File: config.mk
export PLATFORM = sky130hd
export DESIGN_NAME = shift_reg_r
export DESIGN_NICKNAME = d
export VERILOG_FILES = /design/src/rtl/shift_reg_pkg.sv /design/src/rtl/shift_reg_dff_r_en.sv /design/src/rtl/shift_reg_r.sv
export SDC_FILE = /design/constraint.sdc
export NUM_CORES = 1
export LEC_CHECK = 0
export BUFFER_PORTS_ARGS = -buffer_cell sky130_fd_sc_hd__buf_4
export CAP_MARGIN = 5
export CORE_MARGIN = 3
export CORE_UTILIZATION = 50
export DETAILED_ROUTE_END_ITERATION = 8
export GPL_ROUTABILITY_DRIVEN = 1
export PLACE_DENSITY = 0.86
export SLEW_MARGIN = 20
export SYNTH_ARGS = -nofsm -noshare
export SYNTH_HDL_FRONTEND = slang
export SYNTH_SLANG_ARGS = --single-unit
export TNS_END_PERCENT = 10
File: constraint.sdc
create_clock -name clk -period 1.65 [get_ports clk]
set_clock_uncertainty 0.1 [all_clocks]
set_input_delay 0.0825 -clock clk [delete_from_list [all_inputs] [get_ports clk]]
set_output_delay 0.0825 -clock clk [all_outputs]
set_load 0.02 [all_outputs]
File: src/rtl/shift_reg_pkg.sv
// Shared definitions for the shift_reg_r block: operation codes and helpers.
package shift_reg_pkg;

    typedef enum logic [2:0] {
        OP_HOLD = 3'b000,
        OP_LOAD = 3'b001,
        OP_SHL  = 3'b010,
        OP_SHR  = 3'b011,
        OP_ROL  = 3'b100,
        OP_ROR  = 3'b101,
        OP_ASR  = 3'b110,
        OP_CLR  = 3'b111
    } op_e;

    localparam int OP_W = 3;

    // True for every op that advances the shift counter.
    function automatic logic is_shift_op(input logic [OP_W-1:0] op);
        case (op)
            OP_SHL, OP_SHR, OP_ROL, OP_ROR, OP_ASR: is_shift_op = 1'b1;
            default:                                is_shift_op = 1'b0;
        endcase
    endfunction

endpackage

File: src/rtl/shift_reg_dff_r_en.sv
// Parameterised register with enable, asynchronous active-low reset and
// configurable reset value; the single storage primitive of shift_reg_r.
module dff_r_en #(
    parameter int             W         = 8,
    parameter logic [W-1:0]   RESET_VAL = '0
) (
    input  logic         clk,
    input  logic         rst_n,
    input  logic         en,
    input  logic [W-1:0] d,
    output logic [W-1:0] q
);

    logic [W-1:0] data_q;

    always_ff @(posedge clk or negedge rst_n) begin
        if (!rst_n) begin
            data_q <= RESET_VAL;
        end else if (en) begin
            data_q <= d;
        end
    end

    assign q = data_q;

endmodule

File: src/rtl/shift_reg_r.sv
// Multi-function shift register with load/clear, rotate, arithmetic shift
// and a saturating count of shift operations since the last load or clear.
module shift_reg_r
    import shift_reg_pkg::*;
#(
    parameter int               WIDTH     = 8,
    parameter logic [WIDTH-1:0] RESET_VAL = '0,
    localparam int              CW        = $clog2(WIDTH) + 1
) (
    input  logic             clk,
    input  logic             reset_n,
    input  logic             en,
    input  logic [2:0]       op,
    input  logic [WIDTH-1:0] d,
    input  logic             si,
    output logic [WIDTH-1:0] q,
    output logic             so_msb,
    output logic             so_lsb,
    output logic [CW-1:0]    cnt,
    output logic             done
);

    localparam logic [CW-1:0] CNT_MAX  = {CW{1'b1}};
    localparam logic [CW-1:0] CNT_DONE = CW'(WIDTH);

    logic [WIDTH-1:0] q_d;
    logic [WIDTH-1:0] q_q;
    logic [CW-1:0]    cnt_d;
    logic [CW-1:0]    cnt_q;
    logic [CW-1:0]    cnt_inc;

    // Counter saturates instead of wrapping so done stays asserted.
    assign cnt_inc = (cnt_q == CNT_MAX) ? cnt_q : cnt_q + CW'(1);

    always_comb begin
        q_d   = q_q;
        cnt_d = cnt_q;
        case (op)
            OP_HOLD: begin
                q_d   = q_q;
                cnt_d = cnt_q;
            end
            OP_LOAD: begin
                q_d   = d;
                cnt_d = '0;
            end
            OP_SHL:  q_d = {q_q[WIDTH-2:0], si};
            OP_SHR:  q_d = {si, q_q[WIDTH-1:1]};
            OP_ROL:  q_d = {q_q[WIDTH-2:0], q_q[WIDTH-1]};
            OP_ROR:  q_d = {q_q[0], q_q[WIDTH-1:1]};
            OP_ASR:  q_d = {q_q[WIDTH-1], q_q[WIDTH-1:1]};
            OP_CLR: begin
                q_d   = '0;
                cnt_d = '0;
            end
            default: begin
                q_d   = q_q;
                cnt_d = cnt_q;
            end
        endcase
        if (is_shift_op(op)) begin
            cnt_d = cnt_inc;
        end
    end

    dff_r_en #(
        .W         (WIDTH),
        .RESET_VAL (RESET_VAL)
    ) u_q_reg (
        .clk   (clk),
        .rst_n (reset_n),
        .en    (en),
        .d     (q_d),
        .q     (q_q)
    );

    dff_r_en #(
        .W         (CW),
        .RESET_VAL ('0)
    ) u_cnt_reg (
        .clk   (clk),
        .rst_n (reset_n),
        .en    (en),
        .d     (cnt_d),
        .q     (cnt_q)
    );

    assign q      = q_q;
    assign cnt    = cnt_q;
    assign so_msb = q_q[WIDTH-1];
    assign so_lsb = q_q[0];
    assign done   = (cnt_q >= CNT_DONE);

endmodule

==> implementation parameters <==
Parameter                              Value

Placed design
  DP Wirelength    1.62 mm
  Post-DP Area    1180 µm²
  Final RePlAce weighted congestion    0.899
  Number of I/O port buffers    29

Synthesis
  Sequential area share after synthesis    0.316
  Compound-cell area share of the yosys netlist    0.245
  Number of flip-flops and latches in the synthesized netlist    12
  Most frequent cells after synthesis    14 x mux2i_1, 12 x dfrtp_1, 9 x nand2_1
  Proportion of register bits with asynchronous set or reset after synthesis    1.00
  Summed instance area of the synthesized netlist    951 µm²
  Multiplexer share of the synthesized area    0.171
  Main combinational cell family by area after synthesis    compound AO/OA/AOI/OAI gates
  Syn Nets    118
  Adder-cell share of the synthesized area    0.0395
  Primary flip-flop cell chosen by synthesis mapping    dfrtp_1
  Mean instance size in the synthesized netlist    9.51 µm²
  Number of synthesis warnings    0
  Post-synth top area cell    dfrtp_1
  Post-synthesis share of cell area spent on xor and xnor gates    0.0184
  Leading cell type by number of instances after synthesis    mux2i_1
  Top post-synthesis cells by area    dfrtp_1 32%, mux2i_1 15%, o2bb2ai_1 4.6%
  Number of flops mapped to enable cells by yosys    0
  Area fraction of the dominant cell type after synthesis    0.316
  Syn Inst Count    100
  Simple-gate area share of the yosys netlist    0.103
  Yosys cell types    33

GRT
  Overall routing resource usage    0.192
  Vias in the first global route    846
  Largest net degree at the start of global routing    15
  Global-route wire length before repair    3.63 mm
  Antenna violations before repair    0
  Overflow left after global routing    0

Pwr
  Power Dens Cells    864 nW/µm²
  Static power due to leakage    0.590 nW
  Total power after layout    0.00106 W
  Peak supply drop    0.692 mV

Cells and area
  Total number of nets in the final design    152
  Fill cell instance count of the final layout    150
  Synthesis-to-finish area growth    29.6%
  Share of final-layout standard cells stronger than drive strength 1    0.356
  Util after Layout    0.699
  Post-route design area    1230 µm²
  Number of inserted diodes    0

Timing
  Slew of the pin with the lowest slew margin    0.483 ns
  Final Slew Violations    0
  Normalized max-slew margin    0.678
  Final setup TNS    0 ns
  Fmax achieved    0.674 GHz
  Worst hold margin    -0.000473 ns
  Part of the cycle the worst path needs    0.899
  Post-layout min period    1.48 ns
  Total setup violations reported at the end of the flow    0
  Unrepaired setup endpoints after global routing    no
  Final Hold Violating Endpoints    1

Clock network
  Clk_lat worst skew    0.28 ns
  Num CTS Buffers    3
  Clock transition at the registers of the reported paths    0.07 ns
  Bufs on Longest Clock Path    2
  Setup fix buffers added after clock tree synthesis    0
  Root Buffer Master    clkbuf_4
  CTS tree    yes
  CTS H-tree lvls    1
  CTS resizes    0
  CTS sink count    12

Worst setup path
  Ordered list of cells on the worst path    ha_1 -> nand3_1 -> and3b_1 -> mux2_2
  Startpoint type of the worst setup path    register
  Maximum cell stage delay along the critical path    0.44 ns
  Highest fanout seen on the critical path    6
  Cell with the biggest individual delay on the critical path    dfrtp_1
  Endpoint type of the worst setup path    register
  Endpoint required time on the critical path    1.72 ns
  Logic depth of the worst register-to-register path    4
  Launch point of the worst path    u_cnt_reg.q[1]$_DFFE_PN0P_
  Combined buffer and inverter count along the critical path    0
  End of the worst register-to-register path    u_cnt_reg.q[0]$_DFFE_PN0P_
  Worst setup path category    register to register
  Setup slack on the worst flop-to-flop path    0.17 ns
  Worst path top cell family by delay    flip-flops
  Data arrival time at the worst-slack endpoint    1.55 ns
  Total number of cells along the worst setup path    4
  Critical register-to-register path startpoint    u_cnt_reg.q[1]$_DFFE_PN0P_
  Capturing element of the worst setup path    u_cnt_reg.q[0]$_DFFE_PN0P_

Detailed routing
  DR vias    873
  Post-route DRC violation count    0
  Mean routed wirelength per cell    13.9 µm
  Antenna Violating Nets Remaining    0
  Number of optimization iterations in the first detailed-route pass    4
  First DRT Iteration DRCs    20
  Ratio of routed vias to standard cells    5.56
  Wire length after detailed routing    2.19 mm

Floorplan
  Std-Cell Core Area    1760 µm²
  Die width    49.6 µm
  Die height    49.6 µm
  Standard-cell row count    15
  Area of the die    2460 µm²
  Number of top-level pins    30
  Initial core utilization    0.539

Flow run
  Max-cap check violation count    0

Outcome
  Run status    finished, violations left
  Violations in the final reports    hold timing

Hold path
  Type of the tightest min-delay check    primary input to register
## final cells by class
cell class	count	area, µm²	area share
flip-flops and latches	12	300	0.244
clock buffers	3	22.5	0.0183
inverters	8	30.0	0.0244
well taps	25	31.3	0.0254
repair buffers	39	300	0.244
multi-input cells	70	548	0.445
## layer usage
| layer | up-vias | wire [µm] | global-route usage |
|---|---|---|---|
| met4 | 0 | 33 | 0.111 |
| met2 | 33 | 1020 | 0.291 |
| met1 | 414 | 957 | 0.248 |
| met5 | - | 0 | 0 |
| li1 | 422 | - | - |
| met3 | 4 | 178 | 0.0423 |
## report_power, final
part           total [W]  switching (W)  internal, W
sequential      0.000427      0.0000797     0.000348
combinational   0.000452       0.000233     0.000219
clock           0.000186       0.000101    0.0000848
## tightest hold or removal path, cell delays in order
cell and delay [ns]:
buf_4 0.07, mux2i_1 0.05, o21ai_0 0.14
## what timing repair did
item | 4_1_cts | 5_1_grt
hold buffers | 3 | 0
endpoints found under the setup margin | 0 | 0
hold endpoints to repair | 14 | 0
## logic make-up after synthesis
family | after synthesis
xor+xnor | 2
compound gates | 31
flops | 12
simple gates | 18
mux | 16
buf+inv | 18
fa+ha+maj | 3
## placed cells by master (no fill, tap or decap), drive strengths merged, types with 2 or more instances in the layout
cell	n
a21oi	5
mux2	2
buf	36
xnor2	2
o32ai	2
o2bb2ai	5
o31ai	2
ha	3
mux2i	14
a211oi	2
nand3	2
nand2b	2
nand2	9
dlygate4sd3	3
clkbuf	3
o21ai	8
dfrtp	12
and3b	2
inv	8
a21boi	2
## state kept, by name, summed over array words and instances, names as in the netlist
register / flops
u_q_reg.q: 8
u_cnt_reg.q: 4
## through the flow
stage	setup slack [ns]	cells
final	0.167	157
after CTS	0.170	157
after detailed placement	0.0995	151
after floorplan	0.101	100
after global placement	0.137	151
after global routing	0.0828	157
## worst min-delay path by stage
stage | startpoint | to | depth (start not counted) | slack, ns
after global placement | reset_n | u_q_reg.q[1]$_DFFE_PN0P_ | 1 | -0.17
after global routing | d[4] | u_q_reg.q[4]$_DFFE_PN0P_ | 3 | 0.01
after floorplan | reset_n | u_cnt_reg.q[0]$_DFFE_PN0P_ | 0 | -0.31
final | d[4] | u_q_reg.q[4]$_DFFE_PN0P_ | 3 | -0.0005
after detailed placement | reset_n | u_q_reg.q[0]$_DFFE_PN0P_ | 1 | -0.17
after CTS | d[3] | u_q_reg.q[3]$_DFFE_PN0P_ | 3 | 0.001
(Power assumes the default switching activity.)
